**config.mk**
```make
export PLATFORM = sky130hd
export DESIGN_NAME = mem_arbiter
export DESIGN_NICKNAME = d
export VERILOG_FILES = /design/src/rtl/mem_arb_pkg.sv /design/src/rtl/mem_arbiter_arb2_sel.sv /design/src/rtl/mem_arbiter.sv
export SDC_FILE = /design/constraint.sdc
export NUM_CORES = 1
export LEC_CHECK = 0
export ABC_AREA = 1
export BUFFER_PORTS_ARGS = -buffer_cell sky130_fd_sc_hd__buf_2
export CORE_AREA = 2 2 100 102
export DETAILED_ROUTE_END_ITERATION = 8
export DIE_AREA = 0 0 102 104
export GPL_ROUTABILITY_DRIVEN = 0
export SETUP_SLACK_MARGIN = 0.02
export SYNTH_ARGS = -nofsm -noshare
export SYNTH_HDL_FRONTEND = slang
export SYNTH_SLANG_ARGS = --single-unit
```
**constraint.sdc**
```tcl
create_clock -name clk -period 1.3 [get_ports clk]
set_input_delay 0.195 -clock clk [delete_from_list [all_inputs] [get_ports clk]]
set_output_delay 0.195 -clock clk [all_outputs]
set_load 0.005 [all_outputs]
```
**src/rtl/mem_arb_pkg.sv**
```systemverilog
// Shared types for the fetch/data memory arbiter.
// Holds the FSM state encoding, requester ids and the default data width.
package mem_arb_pkg;

  localparam int XLEN_DEF = 32;

  typedef enum logic [1:0] {
    IDLE  = 2'd0,
    ISSUE = 2'd1,
    RESP  = 2'd2
  } state_t;

  typedef enum logic {
    FETCH = 1'b0,
    DATA  = 1'b1
  } req_id_t;

endpackage

```
**src/rtl/mem_arbiter_arb2_sel.sv**
```systemverilog
// Two-way requester pick: fixed data-over-fetch, or round-robin
// against the last winner when RR is set.
module arb2_sel
  import mem_arb_pkg::*;
#(
  parameter bit RR = 1'b0
) (
  input  logic    req_f_i,
  input  logic    req_d_i,
  input  req_id_t last_i,
  output logic    gnt_o,
  output req_id_t id_o
);

  logic both;
  logic d_only;

  assign both   = req_f_i & req_d_i;
  assign d_only = req_d_i & ~req_f_i;

  always_comb begin
    gnt_o = req_f_i | req_d_i;
    id_o  = FETCH;
    unique case (1'b1)
      both: begin
        if (RR && (last_i == DATA)) begin
          id_o = FETCH;
        end else begin
          id_o = DATA;
        end
      end
      d_only:  id_o = DATA;
      default: id_o = FETCH;
    endcase
  end

endmodule

```
**src/rtl/mem_arbiter.sv**
```systemverilog
// Single-port memory sequencer shared by fetch and load/store ports.
// Define MEM_ARBITER_RR_EN for round-robin priority on simultaneous requests.
module mem_arbiter
  import mem_arb_pkg::*;
#(
  parameter int DEPTH = 64,
  parameter int AW    = $clog2(DEPTH),
  parameter int XLEN  = XLEN_DEF
) (
  input  logic            clk,
  input  logic            reset,
  input  logic            i_req,
  input  logic [XLEN-1:0] i_addr,
  output logic            i_ack,
  output logic [XLEN-1:0] i_rdata,
  output logic            i_err,
  input  logic            d_req,
  input  logic            d_we,
  input  logic [XLEN-1:0] d_addr,
  input  logic [XLEN-1:0] d_wdata,
  output logic            d_ack,
  output logic [XLEN-1:0] d_rdata,
  output logic            d_err,
  output logic            mem_en,
  output logic            mem_we,
  output logic [AW-1:0]   mem_addr,
  output logic [XLEN-1:0] mem_wdata,
  input  logic [XLEN-1:0] mem_rdata
);

  state_t          state_q, state_d;
  req_id_t         win_q, win_d;
  logic            we_q, we_d;
  logic            err_q, err_d;
  logic            en_q, en_d;
  logic            mwe_q, mwe_d;
  logic [AW-1:0]   maddr_q, maddr_d;
  logic [XLEN-1:0] mwdata_q, mwdata_d;
  logic            iack_q, iack_d;
  logic            dack_q, dack_d;
  logic            ierr_q, ierr_d;
  logic            derr_q, derr_d;

  logic            gnt_any;
  req_id_t         gnt_id;
  req_id_t         last_q;
  logic            i_oor, d_oor;
  logic [XLEN-1:0] sel_addr;
  logic            sel_we;
  logic            sel_oor;
  logic            unused_ok;

`ifdef MEM_ARBITER_RR_EN
  localparam bit RR_EN = 1'b1;
  req_id_t last_d;

  always_comb begin
    last_d = last_q;
    if ((state_q == IDLE) && gnt_any) begin
      last_d = gnt_id;
    end
  end

  always_ff @(posedge clk or posedge reset) begin
    if (reset) begin
      last_q <= FETCH;
    end else begin
      last_q <= last_d;
    end
  end
`else
  localparam bit RR_EN = 1'b0;
  assign last_q = FETCH;
`endif

  arb2_sel #(
    .RR(RR_EN)
  ) u_sel (
    .req_f_i(i_req),
    .req_d_i(d_req),
    .last_i (last_q),
    .gnt_o  (gnt_any),
    .id_o   (gnt_id)
  );

  // Anything above the word-index bits must be zero to hit the array.
  assign i_oor = |(i_addr >> (AW + 2));
  assign d_oor = |(d_addr >> (AW + 2));

  assign sel_addr = (gnt_id == DATA) ? d_addr : i_addr;
  assign sel_we   = (gnt_id == DATA) & d_we;
  assign sel_oor  = (gnt_id == DATA) ? d_oor : i_oor;

  assign unused_ok = ^sel_addr[1:0];

  always_comb begin
    state_d  = state_q;
    win_d    = win_q;
    we_d     = we_q;
    err_d    = err_q;
    en_d     = 1'b0;
    mwe_d    = 1'b0;
    maddr_d  = '0;
    mwdata_d = '0;
    iack_d   = 1'b0;
    dack_d   = 1'b0;
    ierr_d   = 1'b0;
    derr_d   = 1'b0;
    unique case (state_q)
      IDLE: begin
        if (gnt_any) begin
          win_d   = gnt_id;
          we_d    = sel_we;
          err_d   = sel_oor;
          en_d    = ~sel_oor;
          mwe_d   = sel_we & ~sel_oor;
          maddr_d = sel_addr[AW+1:2];
          if (sel_we && !sel_oor) begin
            mwdata_d = d_wdata;
          end
          state_d = ISSUE;
        end
      end
      ISSUE: begin
        iack_d  = (win_q == FETCH);
        dack_d  = (win_q == DATA);
        ierr_d  = (win_q == FETCH) & err_q;
        derr_d  = (win_q == DATA) & err_q;
        state_d = RESP;
      end
      RESP: begin
        state_d = IDLE;
      end
      default: begin
        state_d = IDLE;
      end
    endcase
  end

  always_ff @(posedge clk or posedge reset) begin
    if (reset) begin
      state_q  <= IDLE;
      win_q    <= FETCH;
      we_q     <= 1'b0;
      err_q    <= 1'b0;
      en_q     <= 1'b0;
      mwe_q    <= 1'b0;
      maddr_q  <= '0;
      mwdata_q <= '0;
      iack_q   <= 1'b0;
      dack_q   <= 1'b0;
      ierr_q   <= 1'b0;
      derr_q   <= 1'b0;
    end else begin
      state_q  <= state_d;
      win_q    <= win_d;
      we_q     <= we_d;
      err_q    <= err_d;
      en_q     <= en_d;
      mwe_q    <= mwe_d;
      maddr_q  <= maddr_d;
      mwdata_q <= mwdata_d;
      iack_q   <= iack_d;
      dack_q   <= dack_d;
      ierr_q   <= ierr_d;
      derr_q   <= derr_d;
    end
  end

  assign mem_en    = en_q;
  assign mem_we    = mwe_q;
  assign mem_addr  = maddr_q;
  assign mem_wdata = mwdata_q;
  assign i_ack     = iack_q;
  assign d_ack     = dack_q;
  assign i_err     = ierr_q;
  assign d_err     = derr_q;

  // Read data is the only unregistered output: memory answers in RESP.
  assign i_rdata = (iack_q && !err_q) ? mem_rdata : '0;
  assign d_rdata = (dack_q && !we_q && !err_q) ? mem_rdata : '0;

endmodule

```
==> flow_summary.json <==
{
  "dp.cells": 705,
  "clk_pin_slew_ps": 100,
  "dr.pass1.iters": 4,
  "vdd_drop_max_mv": 0.465,
  "syn_to_final_growth_pct": 79.0,
  "viasPerCell": 3.89,
  "leakage_nw": 2.85,
  "grt_pass1_wl_mm": 11.8,
  "yosysUniqueCellTypes": 17,
  "synth.cell_area_um2": 2420,
  "path_cells": "inv_2 -> nand3_4 -> buf_12 -> nor2_2 -> buf_2",
  "timing.rr.start": "state_q[1]",
  "largest_reg_flops": 32,
  "tightest_slew_ps": 387,
  "switching_share": 0.298,
  "cts_htree_levels": 2,
  "die_y_um": 104,
  "period_minus_slack_ps": 1500,
  "syn_avg_cell_area_um2": 7.14,
  "diodes": 0,
  "ys_ff_latch": 49,
  "synth_fp_nets": 472,
  "num-fill-cells": 985,
  "start_util": 0.254,
  "avgRoutedWirePerCell_um": 10.9,
  "ff2ff_setup_slack_ps": -140,
  "rsz0062_at_grt": "true",
  "postRouteAntennaNets": 0,
  "skew_ps": 11.8,
  "crit_path_start_kind": "flip-flop",
  "reg2reg_to": "mem_wdata[27]",
  "violations": "setup timing",
  "core_area_um2": 9550,
  "cts_buffers": 5,
  "p_comb_frac": 0.246,
  "synth.area.top_cells": "dfrtp_1 (51%), nor2_1 (18%), inv_1 (16%)",
  "grt_use_total": 0.139,
  "fp-row-count": 36,
  "clockBufferDepth": 2,
  "ys_seq_area_frac": 0.506,
  "maxSlewHeadroom": 0.742,
  "crit_type": "reg -> out",
  "finalCritPeriodShare": 1.16,
  "wirelength_mm": 7.96,
  "final-max-slew-violation-count": 0,
  "cts_tree": "built",
  "layout-drive-gt1-share": 0.539,
  "num-nets-final": 727,
  "netlist.top_cell.by_area": "dfrtp_1",
  "post-route-util": 0.454,
  "hold_path_depth": 3,
  "switchingPower_mw": 1.04,
  "regArea_um2": 1230,
  "clockPowerShare": 0.258,
  "design.die.area_um2": 10600,
  "io_pins": 241,
  "grt_max_degree": 33,
  "end_kind": "primary output",
  "critPathBufInv": 3,
  "hold_class": "in -> reg",
  "cp_slowest_cell": "dfrtp_1",
  "grt_overflow_total": 0,
  "post-route-drc-count": 0,
  "setup_viol": 83,
  "p_per_area_nw_per_um2": 807,
  "yosys_warnings": 0,
  "maxCapViolCount": 0,
  "cts-root-buf": "clkbuf_8",
  "critPathMaxFanout": 16,
  "die_w_um": 102,
  "critPathArrivalTime_ps": 1310,
  "drt_iter0_drc": 71,
  "grt_pass1_vias": 2665,
  "critPathTopFamily": "flip-flops",
  "setup_slack_ps": -204,
  "portBuffers": 236,
  "worstHoldStart": "d_wdata[23]",
  "status": "finished with violations",
  "clk-insertion-delay-late_ps": 300,
  "crit_path_max_incr_delay_ps": 390,
  "fmax_mhz": 665,
  "fin_cells": 728,
  "min_to": "mem_wdata[23]",
  "hold_viol_final": 0,
  "r2r_cells": 9,
  "vias": 2834,
  "antenna_found_initial": 0,
  "synth_top_area_share": 0.506,
  "cts_sinks": 49,
  "multiInputGateArea_um2": 982,
  "worstPathRequired_ps": 1110,
  "power_frac_seq": 0.496,
  "place_ws_ps": -36.5,
  "intPower_mw": 2.45,
  "hpwl_mm": 5.97,
  "synthCells": 339
}
## synthesized netlist by cell type (all sizes together)
cell type / count
nor2: 125
inv: 100
dfrtp: 49
nand2: 37
a21oi: 6
clkbuf: 6
and2: 4
buf: 4
nand3: 4
nor3: 2
o21ai: 2
## area by class of cell
type	instances	area share
Clock buffer	6	0.0167
Clock inverter	2	0.00347
Inverter	100	0.0875
Multi-Input combinational cell	180	0.227
Sequential cell	49	0.283
Tap cell	133	0.0384
Timing Repair Buffer	258	0.344
## cells by family after synthesis
kind of cell           share of synthesized area
AOI/OAI and AO/OA                         0.0165
buffers and inverters                      0.180
DFF                                        0.506
and+or+nand+nor                            0.297
## power by group through the flow
stage | registers, mW | clock network [mW] | logic [mW]
2_1_floorplan | 1.77 | 0 | 0.303
3_3_place_gp | 1.75 | 0 | 0.716
3_5_place_dp | 1.76 | 0 | 0.723
4_1_cts | 1.73 | 0.942 | 0.751
5_1_grt | 1.75 | 1.03 | 0.977
6_report | 1.74 | 0.902 | 0.859
## worst max-delay path by stage
stage	end	depth (start not counted)	slack, ps	start
final	d_rdata[3]	5	-200	err_q
after global placement	mem_wdata[29]	9	40	d_addr[10]
after CTS	d_rdata[1]	5	-230	err_q
after floorplan	mem_wdata[0]	8	60	state_q[1]
after global routing	d_rdata[1]	5	-280	err_q
after detailed placement	mem_wdata[19]	8	-40	d_addr[17]
## cells in the final DEF (no fill, tap or decap), drive strengths merged
cell type | synthesis | layout
clkinvlp | 0 | 3
clkbuf | 6 | 7
dlygate4sd3 | 0 | 1
inv | 100 | 99
o21ai | 2 | 2
a21oi | 6 | 6
nor2 | 125 | 125
nor3 | 2 | 2
nand3 | 4 | 4
buf | 4 | 256
and2 | 4 | 4
nand2 | 37 | 37
dfrtp | 49 | 49
## per-stage QoR
stage               TNS (ps)  total power, mW  instance area, um^2  hold WS, ps
floorplan                  0             2.07                 2420          231
global placement           0             2.46                 3800          280
detailed placement     -83.4             2.48                 3800          277
CTS                   -13850             3.43                 4070         75.6
global route          -19040             3.76                 4330         79.9
finish                -12070             3.50                 4330         84.2
## worst min-delay path, cell delays in order
cell	delay, ps
buf_2	90
inv_1	40
nor2_1	30
## per-layer routing
| layer | routed length (um) | GRT usage | vias up |
|---|---|---|---|
| met2 | 4240 | 0.260 | 128 |
| met5 | 0 | 0 | - |
| met3 | 656 | 0.0376 | 15 |
| met1 | 2930 | 0.149 | 1257 |
| li1 | - | - | 1434 |
| met4 | 131 | 0.0410 | 0 |
## timing repair
item	in CTS	in global routing
hold buffers	1	0
buffers inserted	2	11
cloned	4	1
resized for setup	16	63
pin swaps	2	6
hold endpoints to repair	19	0
endpoints found under the setup margin	70	98
Power figures use the tool's default switching activity.
